File: config.mk
export PLATFORM = sky130hd
export DESIGN_NAME = btn_conditioner
export DESIGN_NICKNAME = d
export VERILOG_FILES = /design/src/rtl/btn_conditioner.sv
export SDC_FILE = /design/constraint.sdc
export NUM_CORES = 1
export LEC_CHECK = 0
export CAP_MARGIN = 20
export CORE_MARGIN = 3
export CORE_UTILIZATION = 40
export DETAILED_ROUTE_END_ITERATION = 8
export PLACE_DENSITY = 0.59
export SYNTH_ARGS = -nofsm -noshare
export SYNTH_HDL_FRONTEND = slang
export SYNTH_SLANG_ARGS = --single-unit
File: constraint.sdc
create_clock -name clk -period 3.1 [get_ports clk]
set_clock_uncertainty 0.15 [all_clocks]
set_input_delay 0.465 -clock clk [delete_from_list [all_inputs] [get_ports clk]]
set_output_delay 0.465 -clock clk [all_outputs]
set_load 0.01 [all_outputs]
File: src/rtl/btn_conditioner.sv
// rtl/btn_conditioner.sv - per-lane button synchronizer, debounce, edge and auto-repeat pulses
module btn_conditioner #(
    parameter int N               = 5,
    parameter int DEBOUNCE_CYCLES = 400000,
    parameter int REPEAT_DELAY    = 16000000,
    parameter int REPEAT_PERIOD   = 4000000
) (
    input  logic         clk,
    input  logic         rst,
    input  logic [N-1:0] raw,
    output logic [N-1:0] level,
    output logic [N-1:0] dn,
    output logic [N-1:0] up,
    output logic [N-1:0] rpt,
    output logic [N-1:0] pulse,
    output logic         any_dn
);

    localparam int DW   = $clog2(DEBOUNCE_CYCLES + 1);
    localparam int RMAX = (REPEAT_DELAY > REPEAT_PERIOD) ? REPEAT_DELAY : REPEAT_PERIOD;
    localparam int RW   = $clog2(RMAX + 1);

    localparam logic [DW-1:0] DB_LAST     = DW'(DEBOUNCE_CYCLES - 1);
    localparam logic [DW-1:0] DB_ONE      = DW'(1);
    localparam logic [RW-1:0] DELAY_LAST  = RW'(REPEAT_DELAY - 1);
    localparam logic [RW-1:0] PERIOD_LAST = RW'(REPEAT_PERIOD - 1);
    localparam logic [RW-1:0] R_ONE       = RW'(1);

    typedef enum logic [1:0] {
        RPT_IDLE,
        RPT_DELAY,
        RPT_REPEAT
    } rpt_state_e;

    for (genvar i = 0; i < N; i++) begin : g_lane
        logic          s1_q, s1_d, s2_q, s2_d;
        logic          level_q, level_d;
        logic          dn_q, dn_d, up_q, up_d, rpt_q, rpt_d;
        logic [DW-1:0] db_cnt_q, db_cnt_d;
        logic [RW-1:0] rcnt_q, rcnt_d;
        rpt_state_e    state_q, state_d;

        always_comb begin
            s1_d     = raw[i];
            s2_d     = s1_q;
            level_d  = level_q;
            db_cnt_d = db_cnt_q;

            // Any sample agreeing with the current level restarts the filter.
            if (s2_q == level_q) begin
                db_cnt_d = '0;
            end else if (db_cnt_q == DB_LAST) begin
                level_d  = s2_q;
                db_cnt_d = '0;
            end else begin
                db_cnt_d = db_cnt_q + DB_ONE;
            end

            dn_d = level_d & ~level_q;
            up_d = ~level_d & level_q;

            state_d = state_q;
            rcnt_d  = rcnt_q;
            rpt_d   = 1'b0;

            // Release wins over a repeat expiring on the same edge.
            if (up_d) begin
                state_d = RPT_IDLE;
                rcnt_d  = '0;
            end else begin
                case (state_q)
                    RPT_IDLE: begin
                        if (dn_d) begin
                            state_d = RPT_DELAY;
                            rcnt_d  = '0;
                        end
                    end
                    RPT_DELAY: begin
                        if (rcnt_q == DELAY_LAST) begin
                            rpt_d   = 1'b1;
                            rcnt_d  = '0;
                            state_d = RPT_REPEAT;
                        end else begin
                            rcnt_d = rcnt_q + R_ONE;
                        end
                    end
                    RPT_REPEAT: begin
                        if (rcnt_q == PERIOD_LAST) begin
                            rpt_d  = 1'b1;
                            rcnt_d = '0;
                        end else begin
                            rcnt_d = rcnt_q + R_ONE;
                        end
                    end
                    default: begin
                        state_d = RPT_IDLE;
                        rcnt_d  = '0;
                    end
                endcase
            end
        end

        always_ff @(posedge clk) begin
            if (rst) begin
                s1_q     <= 1'b0;
                s2_q     <= 1'b0;
                level_q  <= 1'b0;
                db_cnt_q <= '0;
                dn_q     <= 1'b0;
                up_q     <= 1'b0;
                rpt_q    <= 1'b0;
                rcnt_q   <= '0;
                state_q  <= RPT_IDLE;
            end else begin
                s1_q     <= s1_d;
                s2_q     <= s2_d;
                level_q  <= level_d;
                db_cnt_q <= db_cnt_d;
                dn_q     <= dn_d;
                up_q     <= up_d;
                rpt_q    <= rpt_d;
                rcnt_q   <= rcnt_d;
                state_q  <= state_d;
            end
        end

        assign level[i] = level_q;
        assign dn[i]    = dn_q;
        assign up[i]    = up_q;
        assign rpt[i]   = rpt_q;
    end

    assign pulse  = dn | rpt;
    assign any_dn = |dn;

endmodule
==> results_dict.tcl, run 1 <==
set metrics [dict create \
    status "completed" \
    synth_most_common_cell "dfxtp_1" \
    synthMuxAreaShare 0.00729 \
    synth-seq-area-share 0.413 \
    via_count 10200 \
    ff2ff_setup_slack_ps 260 \
    synth_edf_count 0 \
    grt.overflow.total 0 \
    synthArstFlopShare 0 \
    fp.dieH_microns 182 \
    cp_data_arrival_time_ps 3110 \
    syn_area_sq_um 12400 \
    nNetsFinal 1531 \
    pwr-share-seq 0.459 \
    ctsHoldBuffers 0 \
    hp-class "input pin to flip-flop" \
    path_cells "ha_1, nand3_1, or3_1, o41ai_2, a2111o_2, buf_4, or3b_1, nand3_1" \
    grt_pass1_wl_microns 45100 \
    htreeDepth 1 \
    p_leak_uw 0.00462 \
    worstReg2RegStart "g_lane[3].rcnt_q[0]" \
    clk_latency_ps 550 \
    synth_top_family_by_area "simple AND/OR/NAND/NOR gates" \
    drc_errors 0 \
    intPower_uw 5660 \
    end_kind "flip-flop" \
    setup_tns_ps 0 \
    syn-num-nets 1506 \
    slew_headroom 0.529 \
    wl_per_cell_microns 13.7 \
    synthSimpleGateAreaFrac 0.334 \
    finalPower_uw 7210 \
    place_worst_setup_slack_ps 168 \
    start_util 0.411 \
    clk_pin_slew_worst_paths_ps 60 \
    dr.first_iter.drc_count 679 \
    crit_type "flip-flop to flip-flop" \
    n_antenna_cell 0 \
    ys_warn_count 0 \
    io_buffer_count 32 \
    die_x_microns 182 \
    ys_ff_latch 255 \
    synth.distinct_cells 66 \
    comb_power_share 0.033 \
    antenna_found_initial 0 \
    drv_slew 0 \
    r2r-end "g_lane[3].rcnt_q[16]" \
    layout-drive-gt1-share 0.0725 \
    fmax_ghz 0.352 \
    netlist_top_cells_area "dfxtp_1 (41%), nor2_1 (5.9%), nand3_1 (4.7%), xor2_1 (4.6%), xnor2_1 (4.2%)" \
    cp-endpoint "g_lane[3].rcnt_q[16]" \
    cts_tree "yes" \
    synth-compound-area-share 0.0890 \
    synth_xor_area_frac 0.0879 \
    crit_path_start_kind "flip-flop" \
    synth_area_leader_cell "dfxtp_1" \
    synthAdderAreaFrac 0.0304 \
    clockBufferDepth 3 \
    dr.pass1.iters 5 \
    synth_commonest_cells "dfxtp_1 (255), nor2_1 (193), nand2_1 (137)" \
    cts_sinks 255 \
    swShare 0.215 \
    cts_setup_buffers 0 \
    rsz0062_at_grt "false" \
    synth_top_area_frac 0.413 \
    ant_nets 0 \
    via_per_inst 5.34 \
    p_switching_uw 1550 \
    grt_max_degree 25 \
    crit_fanout 12 \
    grt_pass1_vias 9630 \
    crit_required_ps 3380 \
    cts_buffers 29 \
    hpwl_microns 18100 \
    tightest_slew_ps 700 \
    max-vdd-ir-drop_v 0.000456 \
    ys.flop_type "dfxtp_1" \
    drt_wl_total_microns 26200 \
    crit_path_frequent_cell "nand3_1" \
    core-area_sq_um 30000 \
    timing.final.crit_share 0.915 \
    syn2layout_area_growth_pct 14.3 \
    power_density_nw_per_um2 510 \
    setup_ws_ps 263 \
    layout_min_cycle_time_ps 2840 \
    final-hold-violation-count 0 \
    setup_viol 0 \
    routabilityCongestion 0.806 \
    avgSynthCellArea_sq_um 8.41 \
    maxCapViolCount 0 \
    syn_inst 1469 \
    crit_path_start "g_lane[3].rcnt_q[0]" \
    slowest_delay_ps 550 \
    hold_ws_ps 144 \
    track_usage 0.154 \
    ff2ff_path_depth 8 \
    die_area_sq_um 33000 \
    io-pin-count 33 \
    crit_slowest_cell "or3_1" \
    num_rows 63 \
    cts_root_buf "clkbuf_16" \
    p_clk_frac 0.508 \
]
==> state kept, by name (all words and copies together) (netlist names) <==
signal,count
g_lane.state_q,10
g_lane.rcnt_q,120
g_lane.db_cnt_q,95
g_lane.up_q,5
g_lane.dn_q,5
g_lane.s2_q,5
g_lane.rpt_q,5
g_lane.s1_q,5
g_lane.level_q,5
==> cells by family (layout without fill, tap and decap cells) <==
logic type                 Yosys count  count (layout)
and+or+nand+nor                    790             790
DFF                                255             255
AOI/OAI and AO/OA                  157             157
xor gates and xnor gates           124             124
buffers and inverters              104             152
adders and majority gates           30              30
muxes                                9               9
==> per-layer routing <==
layer	wire length, microns	vias up	GRT usage
li1	-	5293	-
met1	13600	4728	0.219
met2	11300	133	0.250
met3	732	34	0.0212
met4	466	0	0.0320
met5	0	-	0
==> per-stage QoR <==
stage / utilization / cells / instance area [sq um]
3_5_place_dp: 0.435 / 1853 / 13100
6_report: 0.470 / 1907 / 14100
4_1_cts: 0.470 / 1907 / 14100
2_1_floorplan: - / 1469 / 12400
5_1_grt: 0.470 / 1907 / 14100
3_3_place_gp: 0.435 / 1853 / 13100
==> layout by cell type (no fill, tap or decap), types with 12 or more instances in the layout <==
master	instances
inv_1	33
clkbuf_16	29
xnor2_1	59
or3_1	37
nor4_1	20
ha_1	30
nor3_1	46
or2_2	12
nor2_1	193
xor2_1	65
nand4_1	67
nor2b_1	19
or4_1	13
dfxtp_1	255
o31ai_1	16
clkdlybuf4s50_1	31
a21oi_1	31
nand3_1	115
o21ai_1	12
buf_4	33
o21ai_0	21
and3_1	43
nand2_1	137
and4_1	16
==> final cells by class <==
type | instances | area (sq um)
multi-input combinational | 1110 | 6800
fill | 2874 | 15900
clock buffer | 42 | 865
tap | 390 | 488
timing repair buffer | 65 | 563
clock inverter | 12 | 189
sequential | 255 | 5100
inverter | 33 | 124
==> power groups by stage <==
stage               sequential [uW]  clock [uW]  combinational, uW
global route                   3310        3900                269
floorplan                      3380           0                157
global placement               3380           0                238
detailed placement             3380           0                239
finish                         3310        3660                238
CTS                            3310        3770                240
==> how the worst min path moves through the flow <==
| stage | start | to | slack [ps] | cells after the start |
|---|---|---|---|---|
| 3_5_place_dp | g_lane[0].s1_q | g_lane[0].s2_q | 280 | 1 |
| 3_3_place_gp | g_lane[4].s1_q | g_lane[4].s2_q | 270 | 1 |
| 4_1_cts | rst | g_lane[1].level_q | 100 | 2 |
| 2_1_floorplan | g_lane[0].s1_q | g_lane[0].s2_q | 260 | 1 |
| 6_report | rst | g_lane[1].level_q | 140 | 2 |
| 5_1_grt | rst | g_lane[1].level_q | 120 | 2 |
==> critical path: cells and delay by family, from the launching register on <==
| kind | cells | cell delay (ps) |
|---|---|---|
| AOI/OAI and AO/OA | 2 | 830 |
| adders and majority gates | 1 | 200 |
| and+or+nand+nor | 4 | 950 |
| buffers and inverters | 1 | 200 |
| DFF | 1 | 400 |
==> what timing repair did <==
action | CTS | global route
setup endpoints to repair | 0 | 22
gates resized for setup | 0 | 3
endpoints found under the hold margin | 0 | 0
Power figures use the tool's default switching activity.
==> run 2: changes to the inputs <==
--- a/config.mk
+++ b/config.mk
@@ -8,6 +8,7 @@
 export CAP_MARGIN = 20
 export CORE_MARGIN = 3
 export CORE_UTILIZATION = 40
+export CTS_BUF_LIST = sky130_fd_sc_hd__clkbuf_4 sky130_fd_sc_hd__clkbuf_8
 export DETAILED_ROUTE_END_ITERATION = 8
 export PLACE_DENSITY = 0.59
 export SYNTH_ARGS = -nofsm -noshare
==> results_dict.tcl, run 2 (synthesis results as in run 1) <==
set metrics [dict create \
    status "completed" \
    cts_tree "yes" \
    hp-class "input pin to flip-flop" \
    drt_wl_total_microns 26200 \
    comb_power_share 0.036 \
    pwr-share-seq 0.498 \
    cp_data_arrival_time_ps 3090 \
    timing.final.crit_share 0.908 \
    io-pin-count 33 \
    ctsHoldBuffers 0 \
    maxCapViolCount 0 \
    io_buffer_count 32 \
    die_area_sq_um 33000 \
    routabilityCongestion 0.806 \
    setup_viol 0 \
    ant_nets 0 \
    p_leak_uw 0.00461 \
    grt_max_degree 25 \
    grt_pass1_wl_microns 45300 \
    drc_errors 0 \
    dr.pass1.iters 5 \
    htreeDepth 2 \
    hold_path_depth 2 \
    cts_setup_buffers 0 \
    track_usage 0.156 \
    power_density_nw_per_um2 475 \
    via_per_inst 5.33 \
    crit_path_start_kind "flip-flop" \
    dr.first_iter.drc_count 565 \
    multi_input_area_sq_um 6800 \
    clockBufferDepth 3 \
    largest-register "g_lane.rcnt_q" \
    start_util 0.411 \
    utilization 0.466 \
    crit_path_start "g_lane[3].rcnt_q[0]" \
    grt_pass1_vias 9749 \
    crit_required_ps 3380 \
    ff2ff_path_depth 8 \
    crit_fanout 12 \
    layout-drive-gt1-share 0.0896 \
    nNetsFinal 1547 \
    worstReg2RegStart "g_lane[3].rcnt_q[0]" \
    largestRegisters "g_lane.rcnt_q: 120 flops, g_lane.db_cnt_q: 95 flops, g_lane.state_q: 10 flops" \
    placed_cell_area_sq_um 13100 \
    final_cells 1931 \
    setup_tns_ps 0 \
    p_switching_uw 1500 \
    syn2layout_area_growth_pct 13.2 \
    n_antenna_cell 0 \
    clk_latency_ps 550 \
    cts_buffers 45 \
    slew_headroom 0.523 \
    seqCellArea_sq_um 5100 \
    rsz0062_at_grt "false" \
    clk_pin_slew_worst_paths_ps 60 \
    min_from "rst" \
    final_area_sq_um 14000 \
    wl_per_cell_microns 13.6 \
    core-area_sq_um 30000 \
    fillers 2928 \
    cts_sinks 255 \
    fmax_ghz 0.355 \
    ff2ff_setup_slack_ps 280 \
    r2r-end "g_lane[3].rcnt_q[16]" \
    drv_slew 0 \
    via_count 10300 \
    num_rows 63 \
    cts_root_buf "clkbuf_8" \
    crit_type "flip-flop to flip-flop" \
    finalPower_uw 6640 \
    tightest_slew_ps 709 \
    die_x_microns 182 \
    intPower_uw 5140 \
    fp.dieH_microns 182 \
    layout_min_cycle_time_ps 2820 \
    swShare 0.226 \
    final_cell_mix "dfxtp_1 (255), nor2_1 (193), nand2_1 (137), nand3_1 (115), nand4_1 (67)" \
    placedCellCount 1853 \
    max-vdd-ir-drop_v 0.000301 \
    hpwl_microns 18100 \
    layout_commonest_cell "dfxtp_1" \
    grt.overflow.total 0 \
    end_kind "flip-flop" \
    hold_end "g_lane[1].level_q" \
    antenna_found_initial 0 \
    largest_reg_flops 120 \
    final-hold-violation-count 0 \
    p_clk_frac 0.466 \
]
-- run 2: changes by cell type in the layout (fill, tap and decap cells not counted), moves of 3 or more --
| cell | change |
|---|---|
| clkinvlp_4 | -3 |
| clkbuf_16 | -29 |
| bufinv_16 | -4 |
| clkbuf_8 | +46 |
| clkinv_2 | +6 |
| clkbuf_4 | +13 |
| clkbuf_1 | -4 |
-- run 2: layer usage --
metal / part of all wire / global-route usage / vias up
met2: 0.44 / 0.248 / 154
li1: - / - / 5325
met3: 0.037 / 0.0266 / 40
met4: 0.017 / 0.0433 / 0
met5: 0 / 0 / -
met1: 0.51 / 0.219 / 4782
-- run 2: power by group through the flow --
stage / logic, uW / clock network, uW / registers [uW]
floorplan: 157 / 0 / 3380
global placement: 238 / 0 / 3380
detailed placement: 239 / 0 / 3380
CTS: 240 / 3230 / 3310
global route: 269 / 3390 / 3310
finish: 238 / 3090 / 3310
-- run 2: layout make-up --
class	count	share of cell area
Clock inverter	10	0.00456
Timing Repair Buffer	65	0.0402
Clock buffer	68	0.0611
Tap cell	390	0.0349
Inverter	33	0.00885
Sequential cell	255	0.365
Multi-Input combinational cell	1110	0.486
-- run 2: worst max-delay path by stage --
stage,end,depth (start not counted)
3_3_place_gp,g_lane[3].rcnt_q[8],8
3_5_place_dp,g_lane[3].rcnt_q[16],8
6_report,g_lane[3].rcnt_q[16],8
4_1_cts,g_lane[3].rcnt_q[6],8
5_1_grt,g_lane[3].rcnt_q[12],8
2_1_floorplan,g_lane[1].rcnt_q[11],8
-- run 2: repair_timing --
action / 4_1_cts / 5_1_grt
setup endpoints to repair: 0 / 21
endpoints found under the hold margin: 0 / 0
gates resized for setup: 0 / 3
-- run 2: worst max-delay path, cell delays in order, from the launching register on --
cell	delay, ps
dfxtp_1	390
ha_1	200
nand3_1	220
or3_1	550
o41ai_2	470
a2111o_2	360
buf_4	200
or3b_1	110
nand3_1	70
-- run 2: metrics by stage --
step	hold WS, ps	setup slack (ps)
after floorplan	264	546
final	159	285
after global routing	125	24.6
after global placement	271	285
after CTS	109	195
after detailed placement	276	168
